[src/rtl/cv32e40p_wb_queue_if.sv]
// Bundle for the pending-write queue: producer push channel, W2 write port,
// drain control and the read-port hazard lookups.
interface cv32e40p_wb_queue_if #(
    parameter int ADDR_WIDTH = 6,
    parameter int DATA_WIDTH = 32,
    parameter int DEPTH      = 4
);
    logic                         push_valid_i;
    logic                         push_ready_o;
    logic [ADDR_WIDTH-1:0]        push_addr_i;
    logic [DATA_WIDTH-1:0]        push_data_i;
    logic                         port_busy_i;
    logic                         flush_i;
    logic                         we_b_o;
    logic [ADDR_WIDTH-1:0]        waddr_b_o;
    logic [DATA_WIDTH-1:0]        wdata_b_o;
    logic [ADDR_WIDTH-1:0]        raddr_a_i;
    logic [ADDR_WIDTH-1:0]        raddr_b_i;
    logic [ADDR_WIDTH-1:0]        raddr_c_i;
    logic                         hazard_a_o;
    logic                         hazard_b_o;
    logic                         hazard_c_o;
    logic [$clog2(DEPTH+1)-1:0]   count_o;
    logic                         empty_o;

    modport slave (
        input  push_valid_i, push_addr_i, push_data_i, port_busy_i, flush_i,
               raddr_a_i, raddr_b_i, raddr_c_i,
        output push_ready_o, we_b_o, waddr_b_o, wdata_b_o,
               hazard_a_o, hazard_b_o, hazard_c_o, count_o, empty_o
    );

    modport master (
        output push_valid_i, push_addr_i, push_data_i, port_busy_i, flush_i,
               raddr_a_i, raddr_b_i, raddr_c_i,
        input  push_ready_o, we_b_o, waddr_b_o, wdata_b_o,
               hazard_a_o, hazard_b_o, hazard_c_o, count_o, empty_o
    );
endinterface

[src/rtl/cv32e40p_wb_queue.sv]
// In-order queue of completed long-latency results that drains into register
// file port W2 whenever the primary writer leaves it free.
module cv32e40p_wb_queue #(
    parameter int ADDR_WIDTH = 6,
    parameter int DATA_WIDTH = 32,
    parameter int DEPTH      = 4
) (
    input logic                clk_int,
    input logic                rst_n,
    cv32e40p_wb_queue_if.slave bus
);
    localparam int PTR_WIDTH = $clog2(DEPTH);
    localparam int CNT_WIDTH = $clog2(DEPTH + 1);

    logic [ADDR_WIDTH-1:0] entry_addr [DEPTH];
    logic [DATA_WIDTH-1:0] entry_data [DEPTH];
    logic [PTR_WIDTH-1:0]  wr_ptr;
    logic [PTR_WIDTH-1:0]  rd_ptr;
    logic [CNT_WIDTH-1:0]  count;

    logic                  empty;
    logic                  full;
    logic                  pop;
    logic                  push_ready;
    logic                  push_stored;
    logic [DEPTH-1:0]      entry_valid;
    logic [PTR_WIDTH-1:0]  offset;
    logic                  hit_a;
    logic                  hit_b;
    logic                  hit_c;

    assign empty       = (count == '0);
    assign full        = (count == CNT_WIDTH'(DEPTH));
    assign pop         = !empty && !bus.port_busy_i && !bus.flush_i;
    // A full queue still accepts when the head leaves in the same cycle.
    assign push_ready  = !bus.flush_i && (!full || pop);
    assign push_stored = bus.push_valid_i && push_ready && (bus.push_addr_i != '0);

    assign bus.push_ready_o = push_ready;
    assign bus.we_b_o       = pop;
    assign bus.waddr_b_o    = empty ? '0 : entry_addr[rd_ptr];
    assign bus.wdata_b_o    = empty ? '0 : entry_data[rd_ptr];
    assign bus.count_o      = count;
    assign bus.empty_o      = empty;

    // Hazard lookup covers only live entries, located by distance from the head.
    always_comb begin
        entry_valid = '0;
        offset      = '0;
        hit_a       = 1'b0;
        hit_b       = 1'b0;
        hit_c       = 1'b0;
        for (int i = 0; i < DEPTH; i++) begin
            offset         = PTR_WIDTH'(i) - rd_ptr;
            entry_valid[i] = (CNT_WIDTH'(offset) < count);
            if (entry_valid[i] && entry_addr[i] == bus.raddr_a_i) hit_a = 1'b1;
            if (entry_valid[i] && entry_addr[i] == bus.raddr_b_i) hit_b = 1'b1;
            if (entry_valid[i] && entry_addr[i] == bus.raddr_c_i) hit_c = 1'b1;
        end
    end

    assign bus.hazard_a_o = hit_a && (bus.raddr_a_i != '0);
    assign bus.hazard_b_o = hit_b && (bus.raddr_b_i != '0);
    assign bus.hazard_c_o = hit_c && (bus.raddr_c_i != '0);

    always_ff @(posedge clk_int or negedge rst_n) begin
        if (!rst_n) begin
            wr_ptr <= '0;
            rd_ptr <= '0;
            count  <= '0;
            for (int i = 0; i < DEPTH; i++) begin
                entry_addr[i] <= '0;
                entry_data[i] <= '0;
            end
        end else if (bus.flush_i) begin
            wr_ptr <= '0;
            rd_ptr <= '0;
            count  <= '0;
        end else begin
            if (push_stored) begin
                entry_addr[wr_ptr] <= bus.push_addr_i;
                entry_data[wr_ptr] <= bus.push_data_i;
                wr_ptr             <= wr_ptr + 1'b1;
            end
            if (pop) begin
                rd_ptr <= rd_ptr + 1'b1;
            end
            count <= count + CNT_WIDTH'(push_stored) - CNT_WIDTH'(pop);
        end
    end

    count_bounded: assert property (@(posedge clk_int) disable iff (!rst_n)
                                    count <= CNT_WIDTH'(DEPTH));
endmodule
[src/flat_wrapper.sv]
// flat-port wrapper written by rule: the top's interface ports become plain ports
module cv32e40p_wb_queue_flat 
#(
    parameter int ADDR_WIDTH = 6,
    parameter int DATA_WIDTH = 32,
    parameter int DEPTH      = 4
)
  (clk_int, rst_n, bus_push_valid_i, bus_push_addr_i, bus_push_data_i, bus_port_busy_i, bus_flush_i, bus_raddr_a_i, bus_raddr_b_i, bus_raddr_c_i, bus_push_ready_o, bus_we_b_o, bus_waddr_b_o, bus_wdata_b_o, bus_hazard_a_o, bus_hazard_b_o, bus_hazard_c_o, bus_count_o, bus_empty_o);
  cv32e40p_wb_queue_if #(.ADDR_WIDTH(ADDR_WIDTH), .DATA_WIDTH(DATA_WIDTH), .DEPTH(DEPTH)) bus_i ();
  input logic clk_int;
  input logic rst_n;
  input wire logic [$bits(bus_i.push_valid_i)-1:0] bus_push_valid_i;
  input wire logic [$bits(bus_i.push_addr_i)-1:0] bus_push_addr_i;
  input wire logic [$bits(bus_i.push_data_i)-1:0] bus_push_data_i;
  input wire logic [$bits(bus_i.port_busy_i)-1:0] bus_port_busy_i;
  input wire logic [$bits(bus_i.flush_i)-1:0] bus_flush_i;
  input wire logic [$bits(bus_i.raddr_a_i)-1:0] bus_raddr_a_i;
  input wire logic [$bits(bus_i.raddr_b_i)-1:0] bus_raddr_b_i;
  input wire logic [$bits(bus_i.raddr_c_i)-1:0] bus_raddr_c_i;
  output wire logic [$bits(bus_i.push_ready_o)-1:0] bus_push_ready_o;
  output wire logic [$bits(bus_i.we_b_o)-1:0] bus_we_b_o;
  output wire logic [$bits(bus_i.waddr_b_o)-1:0] bus_waddr_b_o;
  output wire logic [$bits(bus_i.wdata_b_o)-1:0] bus_wdata_b_o;
  output wire logic [$bits(bus_i.hazard_a_o)-1:0] bus_hazard_a_o;
  output wire logic [$bits(bus_i.hazard_b_o)-1:0] bus_hazard_b_o;
  output wire logic [$bits(bus_i.hazard_c_o)-1:0] bus_hazard_c_o;
  output wire logic [$bits(bus_i.count_o)-1:0] bus_count_o;
  output wire logic [$bits(bus_i.empty_o)-1:0] bus_empty_o;
  assign bus_i.push_valid_i = bus_push_valid_i;
  assign bus_i.push_addr_i = bus_push_addr_i;
  assign bus_i.push_data_i = bus_push_data_i;
  assign bus_i.port_busy_i = bus_port_busy_i;
  assign bus_i.flush_i = bus_flush_i;
  assign bus_i.raddr_a_i = bus_raddr_a_i;
  assign bus_i.raddr_b_i = bus_raddr_b_i;
  assign bus_i.raddr_c_i = bus_raddr_c_i;
  assign bus_push_ready_o = bus_i.push_ready_o;
  assign bus_we_b_o = bus_i.we_b_o;
  assign bus_waddr_b_o = bus_i.waddr_b_o;
  assign bus_wdata_b_o = bus_i.wdata_b_o;
  assign bus_hazard_a_o = bus_i.hazard_a_o;
  assign bus_hazard_b_o = bus_i.hazard_b_o;
  assign bus_hazard_c_o = bus_i.hazard_c_o;
  assign bus_count_o = bus_i.count_o;
  assign bus_empty_o = bus_i.empty_o;
  cv32e40p_wb_queue #(.ADDR_WIDTH(ADDR_WIDTH), .DATA_WIDTH(DATA_WIDTH), .DEPTH(DEPTH)) u_core (.clk_int(clk_int), .rst_n(rst_n), .bus(bus_i));
endmodule
[config.mk]
export PLATFORM = sky130hd
export DESIGN_NAME = cv32e40p_wb_queue_flat
export DESIGN_NICKNAME = d
export VERILOG_FILES = /design/src/rtl/cv32e40p_wb_queue_if.sv /design/src/rtl/cv32e40p_wb_queue.sv /design/src/flat_wrapper.sv
export SDC_FILE = /design/constraint.sdc
export NUM_CORES = 1
export LEC_CHECK = 0
export BUFFER_PORTS_ARGS = -buffer_cell sky130_fd_sc_hd__buf_4
export CORE_UTILIZATION = 53
export CTS_CLUSTER_DIAMETER = 120
export CTS_CLUSTER_SIZE = 8
export DETAILED_ROUTE_END_ITERATION = 8
export GPL_TIMING_DRIVEN = 0
export PLACE_DENSITY = 0.77
export SYNTH_ARGS = -nofsm -noshare
export SYNTH_HDL_FRONTEND = slang
export SYNTH_SLANG_ARGS = --single-unit
[constraint.sdc]
create_clock -name clk_int -period 2.6 [get_ports clk_int]
set_clock_uncertainty 0.15 [all_clocks]
set_input_delay 0.39 -clock clk_int [delete_from_list [all_inputs] [get_ports clk_int]]
set_output_delay 0.39 -clock clk_int [all_outputs]
set_load 0.005 [all_outputs]
Word-level counts from Yosys, hierarchy flattened. Cells that the tools add are included.

Register bits after elaboration: 159. Bits in latches: 0. Bits in writable memories: 0. Bits in read-only memories: 0. Output and inout port bits: 47. Word-level logic and storage cells: 107. Memories kept: 0.

Add/subtract/negate cells: 8. Multipliers: 0. Div/mod/pow operators: 0. Magnitude comparators: 7. Eq/ne operators: 13. Shifts and indexed selects: 0. Muxes and demuxes: 31. Bitwise gates (word level): 3. Reductions and logical operators: 34.

Operators with widths (number): 128-bit bitwise mux (1); 32-bit two-way mux (4); 6-bit equality test (12); 32-bit binary-select mux with 2-bit select (1); 32-bit demux with 2-bit select (1); 24-bit bitwise mux (1); 6-bit two-way mux (4); 6-bit nonzero test (4); 1-bit logical AND (21); 6-bit binary-select mux with 2-bit select (1); 6-bit demux with 2-bit select (1); 2-bit by 3-bit less-than comparator with 1-bit output (4); 1-bit two-way mux (12); 2-bit two-way mux (4); 3-bit greater-or-equal comparator (second input constant) (2); 2-bit inverter with 3-bit output (2); 2-bit by 1-bit adder with 2-bit output (second input constant) (2); 1-bit zero test (4); 2-bit nonzero test (2); 1-bit by 2-bit subtractor with 2-bit output (first input constant) (2); 2-bit subtractor (first input constant) (2); 3-bit by 1-bit adder with 3-bit output (1); 3-bit equality test (second input constant) (1); 3-bit zero test (1); 6 further kinds (6).

Logic depth before layout (Yosys ltp). Gate-level depths: netlist of run 1.

Depth after elaboration: 11. Depth in mapped cells: 12.

Least setup slack after synthesis of run 1. Ideal clock, no wire load.

Path type: reg2reg. Start point: register u_core.count[2], in the netlist u_core.bus.count_o[2]. End point: register u_core.count[2], in the netlist u_core.bus.count_o[2]. Library setup time: 130 ps. Arrival time: 2514 ps. Data required time: 2320 ps. Setup slack: -195 ps. Stages on the path, launching flop included: 13. Path buffers: 2. Clock period less this slack: 2795 ps. Cells stage by stage: dfrtp_1 clkbuf_1 nor3_1 clkbuf_1 nor3_1 ha_1 inv_1 ha_1 inv_1 fa_1 xor2_1 xnor2_1 nor2_1.

Longest elaborated chain between the ends: 11. Elaborated cells between the ends (all ways): 13.

Ends and longest elaborated chain: start: declaration (line cv32e40p_wb_queue.sv:19) `logic [CNT_WIDTH-1:0] count;`; start signal: assignment (line cv32e40p_wb_queue.sv:88) `count <= count + CNT_WIDTH'(push_stored) - CNT_WIDTH'(pop);`; 3-bit zero test (*) (line cv32e40p_wb_queue.sv:32) `assign empty = (count == '0);`; named net bus_empty_o (line flat_wrapper.sv:28) `output wire logic [$bits(bus_i.empty_o)-1:0] bus_empty_o;`; 1-bit zero test (*) (line cv32e40p_wb_queue.sv:34) `assign pop = !empty && !bus.port_busy_i && !bus.flush_i;`; 1-bit logical AND (*) (2 in a row) (line cv32e40p_wb_queue.sv:34); named net bus_we_b_o (line flat_wrapper.sv:21) `output wire logic [$bits(bus_i.we_b_o)-1:0] bus_we_b_o;`; 1-bit logical OR (line cv32e40p_wb_queue.sv:36) `assign push_ready = !bus.flush_i && (!full || pop);`; 1-bit logical AND (line cv32e40p_wb_queue.sv:36); 1-bit logical AND (2 in a row) (line cv32e40p_wb_queue.sv:37) `assign push_stored = bus.push_valid_i && push_ready && (bus.push_addr_i != '0);`; 3-bit by 1-bit adder with 3-bit output (line cv32e40p_wb_queue.sv:88); 3-bit by 1-bit subtractor with 3-bit output (*) (line cv32e40p_wb_queue.sv:88); 3-bit two-way mux (*) (line cv32e40p_wb_queue.sv:75) `end else if (bus.flush_i) begin`.

Mark *: on every way through the listed nets, which the timed path passes. The rest lies on a longest branch. A chain may end at the register's enable or synchronous reset.

Final worst setup path of run 1.
Start point: register u_core.rd_ptr[0]. End point: output port bus_hazard_b_o.

Longest elaborated chain between the ends: 8. Elaborated cells between the ends (all ways): 17.

Ends and longest elaborated chain: start: declaration (line cv32e40p_wb_queue.sv:18) `logic [PTR_WIDTH-1:0] rd_ptr;`; start signal: assignment (line cv32e40p_wb_queue.sv:86) `rd_ptr <= rd_ptr + 1'b1;`; 1-bit by 2-bit subtractor with 2-bit output (line cv32e40p_wb_queue.sv:54) `offset = PTR_WIDTH'(i) - rd_ptr;`; 2-bit by 3-bit less-than comparator with 1-bit output (line cv32e40p_wb_queue.sv:55) `entry_valid[i] = (CNT_WIDTH'(offset) < count);`; 1-bit logical AND (line cv32e40p_wb_queue.sv:57) `if (entry_valid[i] && entry_addr[i] == bus.raddr_b_i) hit_b = 1'b1;`; 1-bit two-way mux (3 in a row) (line cv32e40p_wb_queue.sv:57); 1-bit two-way mux (*) (line cv32e40p_wb_queue.sv:57); 1-bit logical AND (*) (line cv32e40p_wb_queue.sv:63) `assign bus.hazard_b_o = hit_b && (bus.raddr_b_i != '0);`; end: declaration (line flat_wrapper.sv:25) `output wire logic [$bits(bus_i.hazard_b_o)-1:0] bus_hazard_b_o;`.

Mark *: on every way between the ends. The rest lies on a longest branch, timed or not.

==> impl_metrics.tcl, run 1 <==
set metrics [dict create \
    total_buffers_and_inverters_traversed_by_the_critical_path 4 \
    rel_slew_slack_pct 54.97 \
    clock_sinks 159 \
    clock-root-buffer "sky130_fd_sc_hd__clkbuf_16" \
    worstSetupStartpoint "u_core.rd_ptr[0]" \
    drv.max_cap_violation_count 0 \
    critical_path.most_common_cell "sky130_fd_sc_hd__buf_4" \
    finalSetupViolations 12 \
    preCtsSetupSlack_ns -0.6376 \
    layoutNonFillerInstCount 952 \
    yosys_register_bits 159 \
    placement.io_buffers 88 \
    critical_path.top_delay_family "buffers and inverters" \
    cells_on_worst_reg2reg_path 12 \
    tritoncts "done" \
    grt_pass1_vias 5847 \
    top_fanout_value_on_the_critical_path 3 \
    globalplace.congestion 0.8641 \
    async_set_or_reset_flop_fraction_in_the_synthesized_netlist_pct 100.0 \
    clk_latency_ns 0.42 \
    synth_top_area_share_pct 45.39 \
    die-width_um 130.6 \
    regToRegEndpoint "u_core.bus.count_o[2]" \
    yosysWarnings 0 \
    floorplan.die_area_um2 17060 \
    mappedNetlistArea_um2 8766 \
    synth_cell_types 31 \
    worst_r2r_src "u_core.bus.count_o[1]" \
    achievable-frequency_mhz 341.5 \
    starting_utilization_of_the_core_area_pct 54.79 \
    synth.avg_cell_area_um2 14.61 \
    cts_buffers 17 \
    synth_top_cells_by_area "sky130_fd_sc_hd__dfrtp_1 45%, sky130_fd_sc_hd__mux2_4 14%, sky130_fd_sc_hd__mux4_2 9.8%" \
    layout-area-overhead-vs-synth_pct 22.61 \
    die_height_um 130.6 \
    worstSetupPathDepth 11 \
    timing_hold_violations_final 0 \
    timing.critical_path.arrival_ns 2.39 \
    global_route.overflow_total 0 \
    postLayoutCellArea_um2 10750 \
    dominant_cell_by_count_in_the_synthesized_netlist "sky130_fd_sc_hd__dfrtp_1" \
    detailedRoute.firstIterationViolations 284 \
    chain_of_cells_forming_the_critical_path "buf_12 > xnor2_4 > inv_2 > ha_4 > nand2b_4 > o22ai_4 > buf_4 > nor4_2 > nor4_1 > a21oi_1 > buf_4" \
    fp-row-count 46 \
    finalWorstPathRequiredPeriod_ns 2.928 \
    wire_length_of_the_first_global_routing_pass_mm 31.72 \
    clockBufferDepth 2 \
    wl_per_cell_um 21.17 \
    unrepaired_setup_endpoints_after_global_routing "yes" \
    synth_edf_count 0 \
    n_fill_cell 1154 \
    final.period_utilization_pct 112.6 \
    cpMaxStageDelayCell "sky130_fd_sc_hd__dfrtp_2" \
    post-dp-hpwl_mm 13.68 \
    synthesized_netlist_net_count 672 \
    insertedDiodeCount 0 \
    slowest_delay_ns 0.42 \
    antenna_left 0 \
    synth_top_cell_by_area "sky130_fd_sc_hd__dfrtp_1" \
    worst_ep_required_time_ns 2.06 \
    seq_area_frac_synth_pct 45.39 \
    fp.coreArea_um2 16000 \
    timing.critical_path.from_type "flop" \
    grt_max_degree 91 \
    worst_slew_pin_slew_ns 0.6755 \
    final_layout_size_suffix_gt1_share_pct 52.31 \
    nature_of_the_critical_path_endpoint "output port" \
    route.detailed.drc 0 \
    placed_cell_area_um2 9734 \
    worst_setup_path_endpoint "bus_hazard_b_o" \
    routed_wl_mm 20.15 \
    total_power_mw 10.65 \
    num-nets-final 795 \
    numPlacedInstances 905 \
    cts-htree-levels 4 \
    setup_tns_ns -1.098 \
    timing.hold.worst.class "input pin to flop" \
    run_status "finished, violations left" \
    p_leak_nw 5.006 \
    yosys-top-cells-count "159 x sky130_fd_sc_hd__dfrtp_1, 80 x sky130_fd_sc_hd__mux2_4, 72 x sky130_fd_sc_hd__mux2_2, 53 x sky130_fd_sc_hd__xnor2_1, 40 x sky130_fd_sc_hd__nor2b_1" \
    holdCritStartpoint "bus_push_data_i[13]" \
    post_synth_inst_count 600 \
    clk_pin_slew_ns 0.06 \
    post_drt_via_cell_ratio 5.614 \
    drt_pass1_iterations 4 \
    failing_checks "negative setup slack" \
    setup.reg_to_reg.worst_slack_ns -0.04 \
    pwr_density_cell_nw_per_um2 991.3 \
    final_max_slew_viol_count 0 \
    finish.utilization_pct 67.17 \
    grt_antenna_before_repair 0 \
    hold_critical_path_depth 2 \
    grt_use_total_pct 25.28 \
    ir_drop_v 0.0005997 \
    final.setup.worst_slack_ns -0.3281 \
    ioPinCount 108 \
    whs_ns 0.07123 \
    postSynth.topFlopCell "sky130_fd_sc_hd__dfrtp_1" \
    num_vias 5345 \
    path_class "flop to output port" \
]
layout make-up:
type / instances / area (um2) / share of cell area, %
Clock inverter: 10 / 126.4 / 1.176
Tap cell: 216 / 270.3 / 2.515
Multi-Input combinational cell: 381 / 4523 / 42.08
Clock buffer: 22 / 464.2 / 4.319
Timing Repair Buffer: 107 / 867.1 / 8.068
Sequential cell: 159 / 3983 / 37.05
Buffer: 47 / 476.7 / 4.435
Inverter: 10 / 37.54 / 0.3492
worst min path at each step:
stage / to
2_1_floorplan: u_core.bus.count_o[0]
3_3_place_gp: u_core.entry_data[0]
3_5_place_dp: u_core.entry_addr[17]
4_1_cts: u_core.entry_data[127]
5_1_grt: u_core.entry_data[79]
6_report: u_core.entry_data[13]
flip-flops by register name (all words and copies together) (netlist names):
| signal | flops |
|---|---|
| u_core.entry_data | 128 |
| u_core.entry_addr | 24 |
| u_core.bus.count_o | 3 |
| u_core.rd_ptr | 2 |
| u_core.wr_ptr | 2 |
routing by layer:
| metal | global-route usage [%] | up-vias | share of wire [%] |
|---|---|---|---|
| met3 | 5.130 | 29 | 4.4 |
| met2 | 42.08 | 149 | 51 |
| li1 | - | 2388 | - |
| met4 | 7.978 | 0 | 1.4 |
| met1 | 33.38 | 2779 | 44 |
| met5 | 0 | - | 0 |
placed cells by master, fill, tap and decap left out, types with 12 or more instances in the layout:
| master | instances |
|---|---|
| sky130_fd_sc_hd__mux2_4 | 80 |
| sky130_fd_sc_hd__mux2_2 | 72 |
| sky130_fd_sc_hd__nor2b_1 | 39 |
| sky130_fd_sc_hd__dfrtp_1 | 156 |
| sky130_fd_sc_hd__buf_12 | 15 |
| sky130_fd_sc_hd__clkbuf_16 | 18 |
| sky130_fd_sc_hd__clkbuf_1 | 16 |
| sky130_fd_sc_hd__mux4_2 | 38 |
| sky130_fd_sc_hd__xnor2_1 | 52 |
| sky130_fd_sc_hd__xor2_1 | 25 |
| sky130_fd_sc_hd__nand4_1 | 12 |
| sky130_fd_sc_hd__buf_4 | 104 |
worst register-to-register path, stage by stage (launching register included):
cell and delay, ns:
sky130_fd_sc_hd__dfrtp_2 0.42, sky130_fd_sc_hd__buf_12 0.12, sky130_fd_sc_hd__nor3_4 0.04, sky130_fd_sc_hd__clkbuf_8 0.14, sky130_fd_sc_hd__nor3_2 0.25, sky130_fd_sc_hd__ha_1 0.30, sky130_fd_sc_hd__inv_1 0.07, sky130_fd_sc_hd__ha_1 0.17
sky130_fd_sc_hd__inv_1 0.07, sky130_fd_sc_hd__fa_2 0.35, sky130_fd_sc_hd__xor2_1 0.22, sky130_fd_sc_hd__xnor2_1 0.16, sky130_fd_sc_hd__nor2_1 0.06
cells by family after synthesis:
kind of cell	Yosys count	share of synthesized area, %
multiplexers	191	32.83
flip-flops	159	45.39
AND/OR/NAND/NOR	90	6.323
XOR/XNOR	78	7.793
buffers and inverters	60	5.110
AO/OA/AOI/OAI	11	0.8993
adder cells (fa/ha/maj)	11	1.656
power breakdown:
group / switching (mW) / internal [mW] / total [mW]
Clock: 1.03 / 1.48 / 2.52
Sequential: 0.643 / 3.21 / 3.85
Combinational: 1.64 / 2.65 / 4.29
timing repair:
action | 4_1_cts | 5_1_grt
hold buffers | 1 | 0
endpoints found under the setup margin | 44 | 33
buffers inserted | 10 | 7
cloned | 0 | 1
pin swaps | 14 | 8
resized for setup | 47 | 13
endpoints found under the hold margin | 69 | 0
Power figures use the tool's default switching activity.
==> run 2: changes to the inputs <==
- CELL_PAD_IN_SITES_DETAIL_PLACEMENT: default -> 0
- CELL_PAD_IN_SITES_GLOBAL_PLACEMENT: default -> 1
- CORE_UTILIZATION: 53 -> 44
- PLACE_DENSITY: 0.77 -> default
- PLACE_DENSITY_LB_ADDON: default -> 0.1
==> run 2 against run 1 <==
Compared with the run above:
- the flow still finishes with violations (negative setup slack)
- final cell count increased by 4.6%
- register-to-register slack improved by 0.21 ns
- worst hold slack improved by 0.00098 ns
- global-route usage decreased by 3.4 points
- clock power increased by 5%
- fmax increased by 2.2%
- die area increased by 20%
- core utilization decreased by 12 points
- cell area increased by 0.24%
- largest power group unchanged
==> impl_metrics.tcl, run 2 (synthesis gave the netlist of run 1 again) <==
set metrics [dict create \
    nature_of_the_critical_path_endpoint "output port" \
    p_leak_nw 4.984 \
    ioPinCount 108 \
    wl_per_cell_um 20.97 \
    placement.io_buffers 88 \
    final.setup.worst_slack_ns -0.2643 \
    final_max_slew_viol_count 0 \
    insertedDiodeCount 0 \
    grt_pass1_vias 5765 \
    grt_use_total_pct 21.84 \
    largest_register "u_core.entry_data" \
    finish.utilization_pct 55.18 \
    worst_ep_required_time_ns 2.06 \
    final_layout_size_suffix_gt1_share_pct 51.98 \
    cts_buffers 17 \
    chain_of_cells_forming_the_critical_path "buf_12 > inv_1 > ha_1 > a21boi_2 > o21ba_4 > nor4_2 > nor4_1 > a21oi_1 > buf_4" \
    grt_max_degree 85 \
    achievable-frequency_mhz 349.1 \
    route.detailed.drc 0 \
    hold_critical_path_depth 2 \
    die_height_um 143.1 \
    detailedRoute.firstIterationViolations 225 \
    worst_slew_pin_slew_ns 0.7498 \
    holdCritStartpoint "bus_push_data_i[4]" \
    tritoncts "done" \
    clockBufferDepth 2 \
    fp.coreArea_um2 19530 \
    timing.critical_path.arrival_ns 2.32 \
    floorplan.die_area_um2 20490 \
    min_delay_worst_endpoint "u_core.entry_data[4]" \
    worst_r2r_src "u_core.bus.count_o[0]" \
    drv.max_cap_violation_count 0 \
    rel_slew_slack_pct 50.01 \
    antenna_left 0 \
    finalWorstPathRequiredPeriod_ns 2.864 \
    routed_wl_mm 20.89 \
    num-nets-final 790 \
    setup.reg_to_reg.worst_slack_ns 0.17 \
    timing.hold.worst.class "input pin to flop" \
    layout-area-overhead-vs-synth_pct 22.91 \
    timing_hold_violations_final 0 \
    ir_drop_v 0.0006019 \
    regToRegEndpoint "u_core.bus.count_o[2]" \
    run_status "finished, violations left" \
    num_vias 5175 \
    failing_checks "negative setup slack" \
    final.period_utilization_pct 110.2 \
    clk_pin_slew_ns 0.07 \
    slowest_delay_ns 0.43 \
    cells_on_worst_reg2reg_path 10 \
    path_class "flop to output port" \
    most_common_cell_after_layout_fill_and_taps_aside "sky130_fd_sc_hd__dfrtp_1" \
    unrepaired_setup_endpoints_after_global_routing "yes" \
    post_drt_via_cell_ratio 5.196 \
    finalSetupViolations 3 \
    whs_ns 0.07221 \
    largest_reg_flops 128 \
    cpMaxStageDelayCell "sky130_fd_sc_hd__dfrtp_2" \
    clock_sinks 159 \
    timing.critical_path.from_type "flop" \
    pwr_density_cell_nw_per_um2 979.6 \
    most-common-layout-cells "155 x sky130_fd_sc_hd__dfrtp_1, 101 x sky130_fd_sc_hd__buf_4, 80 x sky130_fd_sc_hd__mux2_4, 72 x sky130_fd_sc_hd__mux2_2, 52 x sky130_fd_sc_hd__xnor2_1" \
    globalplace.congestion 0.8293 \
    cts-htree-levels 4 \
    wire_length_of_the_first_global_routing_pass_mm 33.15 \
    post-dp-hpwl_mm 14.07 \
    drt_pass1_iterations 4 \
    starting_utilization_of_the_core_area_pct 44.89 \
    top_fanout_value_on_the_critical_path 4 \
    preCtsSetupSlack_ns -0.7216 \
    fp-row-count 51 \
    clock-root-buffer "sky130_fd_sc_hd__clkbuf_16" \
    global_route.overflow_total 0 \
    clk_latency_ns 0.42 \
    die-width_um 143.1 \
    grt_antenna_before_repair 0 \
]
==> run 2: cell count changes in the layout (fill, tap and decap cells not counted), sizes merged <==
| cell | previous run | this run |
|---|---|---|
| buf | 134 | 130 |
| bufinv | 2 | 3 |
| clkbuf | 41 | 37 |
| clkinvlp | 2 | 3 |
| inv | 14 | 15 |
==> run 2: worst max-delay path, delay by kind of cell (launching register included) <==
| kind | cells | cell delay, ns |
|---|---|---|
| buffers and inverters | 3 | 0.37 |
| AO/OA/AOI/OAI | 3 | 0.60 |
| AND/OR/NAND/NOR | 2 | 0.26 |
| flip-flops | 1 | 0.43 |
| adder cells (fa/ha/maj) | 1 | 0.24 |
==> run 2: layer usage <==
layer  global-route usage (%)  vias up  part of all wire [%]
met5                        0        -                     0
met4                    5.150        0                  0.64
met3                    3.890        9                   3.7
met2                    35.92      101                    50
met1                    29.88     2696                    46
li1                         -     2369                     -
==> run 2: metrics by stage <==
step	std cells	cell area [um2]	TNS (ns)	power (mW)
final	996	10770	-0.6929	10.55
after global routing	996	10770	-1.264	11.16
after CTS	992	10660	-0.7487	10.56
after detailed placement	954	9796	-3.114	7.572
after global placement	953	9764	-2.635	7.453
after floorplan	600	8772	0	6.218
==> run 2: timing repair <==
action	CTS	global route
resized for setup	48	14
hold endpoints to repair	75	0
pin swaps	15	5
buffers inserted	7	4
setup endpoints to repair	44	28
hold buffers	1	0
==> run 2: layout make-up <==
type                            instances  area, um2
Clock inverter                         13      178.9
Tap cell                              265      331.6
Buffer                                 48      498.0
Inverter                               10      37.54
Timing Repair Buffer                  101      788.3
Multi-Input combinational cell        381       4513
Fill cell                            1656       8752
Clock buffer                           19      442.9
Sequential cell                       159       3984
==> run 2: report_power, final <==
part           internal, mW  total [mW]  switching (mW)  leakage [nW]
clock network          1.56        2.64            1.08         0.295
registers              3.21        3.82           0.614          2.03
logic                  2.52        4.10            1.57          2.66
==> run 2: worst max path at each step <==
stage,start,endpoint,slack (ns),cells after the start
after floorplan,u_core.bus.count_o[2],u_core.bus.count_o[2],0.005,12
after global placement,u_core.rd_ptr[0],bus_hazard_b_o,-0.68,10
after detailed placement,u_core.rd_ptr[0],bus_hazard_c_o,-0.72,11
after CTS,u_core.rd_ptr[1],bus_hazard_a_o,-0.25,9
after global routing,u_core.rd_ptr[1],bus_hazard_b_o,-0.37,9
final,u_core.rd_ptr[1],bus_hazard_b_o,-0.26,9
==> run 3: changes to the inputs <==
- CELL_PAD_IN_SITES_GLOBAL_PLACEMENT: 1 -> 2
- CORE_UTILIZATION: 44 -> 45
- clock period: 2.6 -> 3.54 ns (I/O delays scaled with it)
==> run 3 against run 2 <==
Compared with the run above:
- the flow finishes with violations (negative hold slack)
- clock-buffer cell count shrank 2
- worst setup slack gained 0.41 ns
- final cell count shrank 1.6%
- critical path type unchanged
- largest cell class unchanged
==> impl_metrics.tcl, run 3 (synthesis gave the netlist of run 1 again) <==
set metrics [dict create \
    p_leak_nw 4.867 \
    floorplan.die_area_um2 20040 \
    fp-row-count 50 \
    fp.coreArea_um2 18890 \
    insertedDiodeCount 0 \
    worst_ep_required_time_ns 2.86 \
    tritoncts "done" \
    use_met3_pct 3.611 \
    worst_slew_pin_slew_ns 0.8425 \
    clockBufferDepth 2 \
    critical_path.top_delay_family "simple AND/OR/NAND/NOR gates" \
    drt_pass1_iterations 4 \
    nature_of_the_critical_path_endpoint "output port" \
    failing_checks "negative hold slack" \
    largest_register "u_core.entry_data" \
    met2_routing_resource_usage_after_global_routing_pct 37.18 \
    most-common-layout-cells "158 x sky130_fd_sc_hd__dfrtp_1, 92 x sky130_fd_sc_hd__buf_4, 80 x sky130_fd_sc_hd__mux2_4, 72 x sky130_fd_sc_hd__mux2_2, 53 x sky130_fd_sc_hd__xnor2_1" \
    num_vias 5188 \
    met1_usage_pct 29.64 \
    achievable-frequency_mhz 294.5 \
    pwr-share-seq_pct 38.1 \
    grt_antenna_before_repair 0 \
    most_common_cell_after_layout_fill_and_taps_aside "sky130_fd_sc_hd__dfrtp_1" \
    final_max_slew_viol_count 0 \
    layout-area-overhead-vs-synth_pct 18.94 \
    timing.critical_path.from_type "flop" \
    grt_pass1_vias 5738 \
    cellInternalPower_mw 4.992 \
    clock_sinks 159 \
    num-nets-final 779 \
    finalWorstPathRequiredPeriod_ns 3.395 \
    wl_per_cell_um 21.06 \
    die_height_um 141.6 \
    routed_wl_mm 20.64 \
    post_cts.repair.setup_buffers 0 \
    slowest_delay_ns 0.48 \
    global_route.overflow_total 0 \
    rel_slew_slack_pct 43.83 \
    globalplace.congestion 0.8757 \
    final_layout_size_suffix_gt1_share_pct 47.92 \
    grt_busiest_layer "met2" \
    clk_pin_slew_ns 0.07 \
    switching_power_mw 2.402 \
    timing.hold.worst.class "input pin to async pin" \
    post-dp-hpwl_mm 14.23 \
    grt_use_total_pct 22.09 \
    cts_buffers 17 \
    whs_ns -0.03157 \
    preCtsSetupSlack_ns -0.02705 \
    final.period_utilization_pct 95.91 \
    layoutNonFillerInstCount 980 \
    ir_drop_v 0.0004580 \
    clock-root-buffer "sky130_fd_sc_hd__clkbuf_16" \
    finalSetupViolations 0 \
    switching_share_pct 32.49 \
    final.setup.worst_slack_ns 0.1447 \
    drv.max_cap_violation_count 0 \
    wire_length_of_the_first_global_routing_pass_mm 32.96 \
    route.detailed.drc 0 \
    total_buffers_and_inverters_traversed_by_the_critical_path 3 \
    numPlacedInstances 949 \
    cts-htree-levels 4 \
    placement.io_buffers 88 \
    grt_max_degree 83 \
    share_clk_of_total_power_pct 25.0 \
    pwr_density_cell_nw_per_um2 709.1 \
    path_class "flop to output port" \
    antenna_left 0 \
    clk_latency_ns 0.42 \
    cpMaxStageDelayCell "sky130_fd_sc_hd__dfrtp_2" \
    detailedRoute.firstIterationViolations 246 \
    comb_power_share_pct 36.9 \
    run_status "finished, violations left" \
    starting_utilization_of_the_core_area_pct 46.40 \
    unrepaired_setup_endpoints_after_global_routing "no" \
    ioPinCount 108 \
    die-width_um 141.6 \
    post_drt_via_cell_ratio 5.294 \
    timing_hold_violations_final 19 \
    timing.critical_path.arrival_ns 2.71 \
    chain_of_cells_forming_the_critical_path "buf_4 > xnor2_1 > inv_1 > ha_1 > nand2b_1 > o22ai_2 > nor4_1 > nor4_1 > a21oi_1 > buf_4" \
    top_fanout_value_on_the_critical_path 10 \
    largest_reg_flops 128 \
]
run 3: changes by cell type in the layout (fill, tap and decap cells not counted), sizes merged:
cell	change
buf	-13
clkinv	+4
bufinv	-3
inv	+3
clkinvlp	-2
clkbuf	+1
dlygate4sd3	-1
run 3: worst paths after layout:
check | startpoint | to | slack (ns) | cells past startpoint
setup / recovery | u_core.rd_ptr[0] | bus_hazard_a_o | 0.14 | 10
min in group clk_int | bus_push_data_i[4] | u_core.entry_data[68] | 0.20 | 2
hold reg to reg | u_core.entry_data[70] | u_core.entry_data[70] | 0.36 | 1
setup reg to reg | u_core.bus.count_o[2] | u_core.bus.count_o[2] | 0.36 | 12
max in group asynchronous | rst_n | u_core.rd_ptr[0] | 2.37 | 2
hold / removal | rst_n | u_core.entry_addr[21] | -0.03 | 1
run 3: metrics by stage:
step | hold WS (ns) | utilization, % | TNS [ns] | power (mW) | cell area, um2
after global routing | 0.07027 | 55.19 | 0 | 7.817 | 10430
after floorplan | 0.08541 | - | 0 | 4.561 | 8766
final | -0.03157 | 55.19 | 0 | 7.394 | 10430
after detailed placement | 0.3399 | 51.78 | -0.02705 | 5.574 | 9783
after CTS | 0.03796 | 55.13 | 0 | 7.481 | 10420
after global placement | 0.3308 | 51.62 | -0.005570 | 5.475 | 9752
run 3: cell type report:
type	count	area [um2]
buffer	49	414.1
clock buffer	17	425.4
clock inverter	15	187.7
fill	1637	8467
inverter	10	37.54
multi-input combinational	381	4364
sequential	159	3980
tap	260	325.3
timing repair buffer	89	691.9
run 3: worst reg2reg max path: cells and delay by family, from the launching register on:
kind                     cells  cell delay, ns
XOR/XNOR                     2            0.30
adder cells (fa/ha/maj)      3            0.79
buffers and inverters        4            0.70
flip-flops                   1            0.39
AND/OR/NAND/NOR              3            0.72
run 3: power groups by stage:
| stage | clock network (mW) | logic [mW] | registers (mW) |
|---|---|---|---|
| after global placement | 0 | 2.69 | 2.79 |
| after floorplan | 0 | 1.91 | 2.65 |
| final | 1.85 | 2.73 | 2.82 |
| after global routing | 1.97 | 2.96 | 2.88 |
| after detailed placement | 0 | 2.74 | 2.83 |
| after CTS | 1.90 | 2.77 | 2.81 |
run 3: routing by layer:
metal	part of all wire, %	wire length (um)
met4	1.1	227
met1	45	9233
met3	3.7	769
met2	50	10410
met5	0	0
run 3: timing repair:
| action | in CTS | in global routing |
|---|---|---|
| hold buffers | 0 | 0 |
| endpoints found under the setup margin | 3 | 3 |
| gates resized for setup | 6 | 4 |
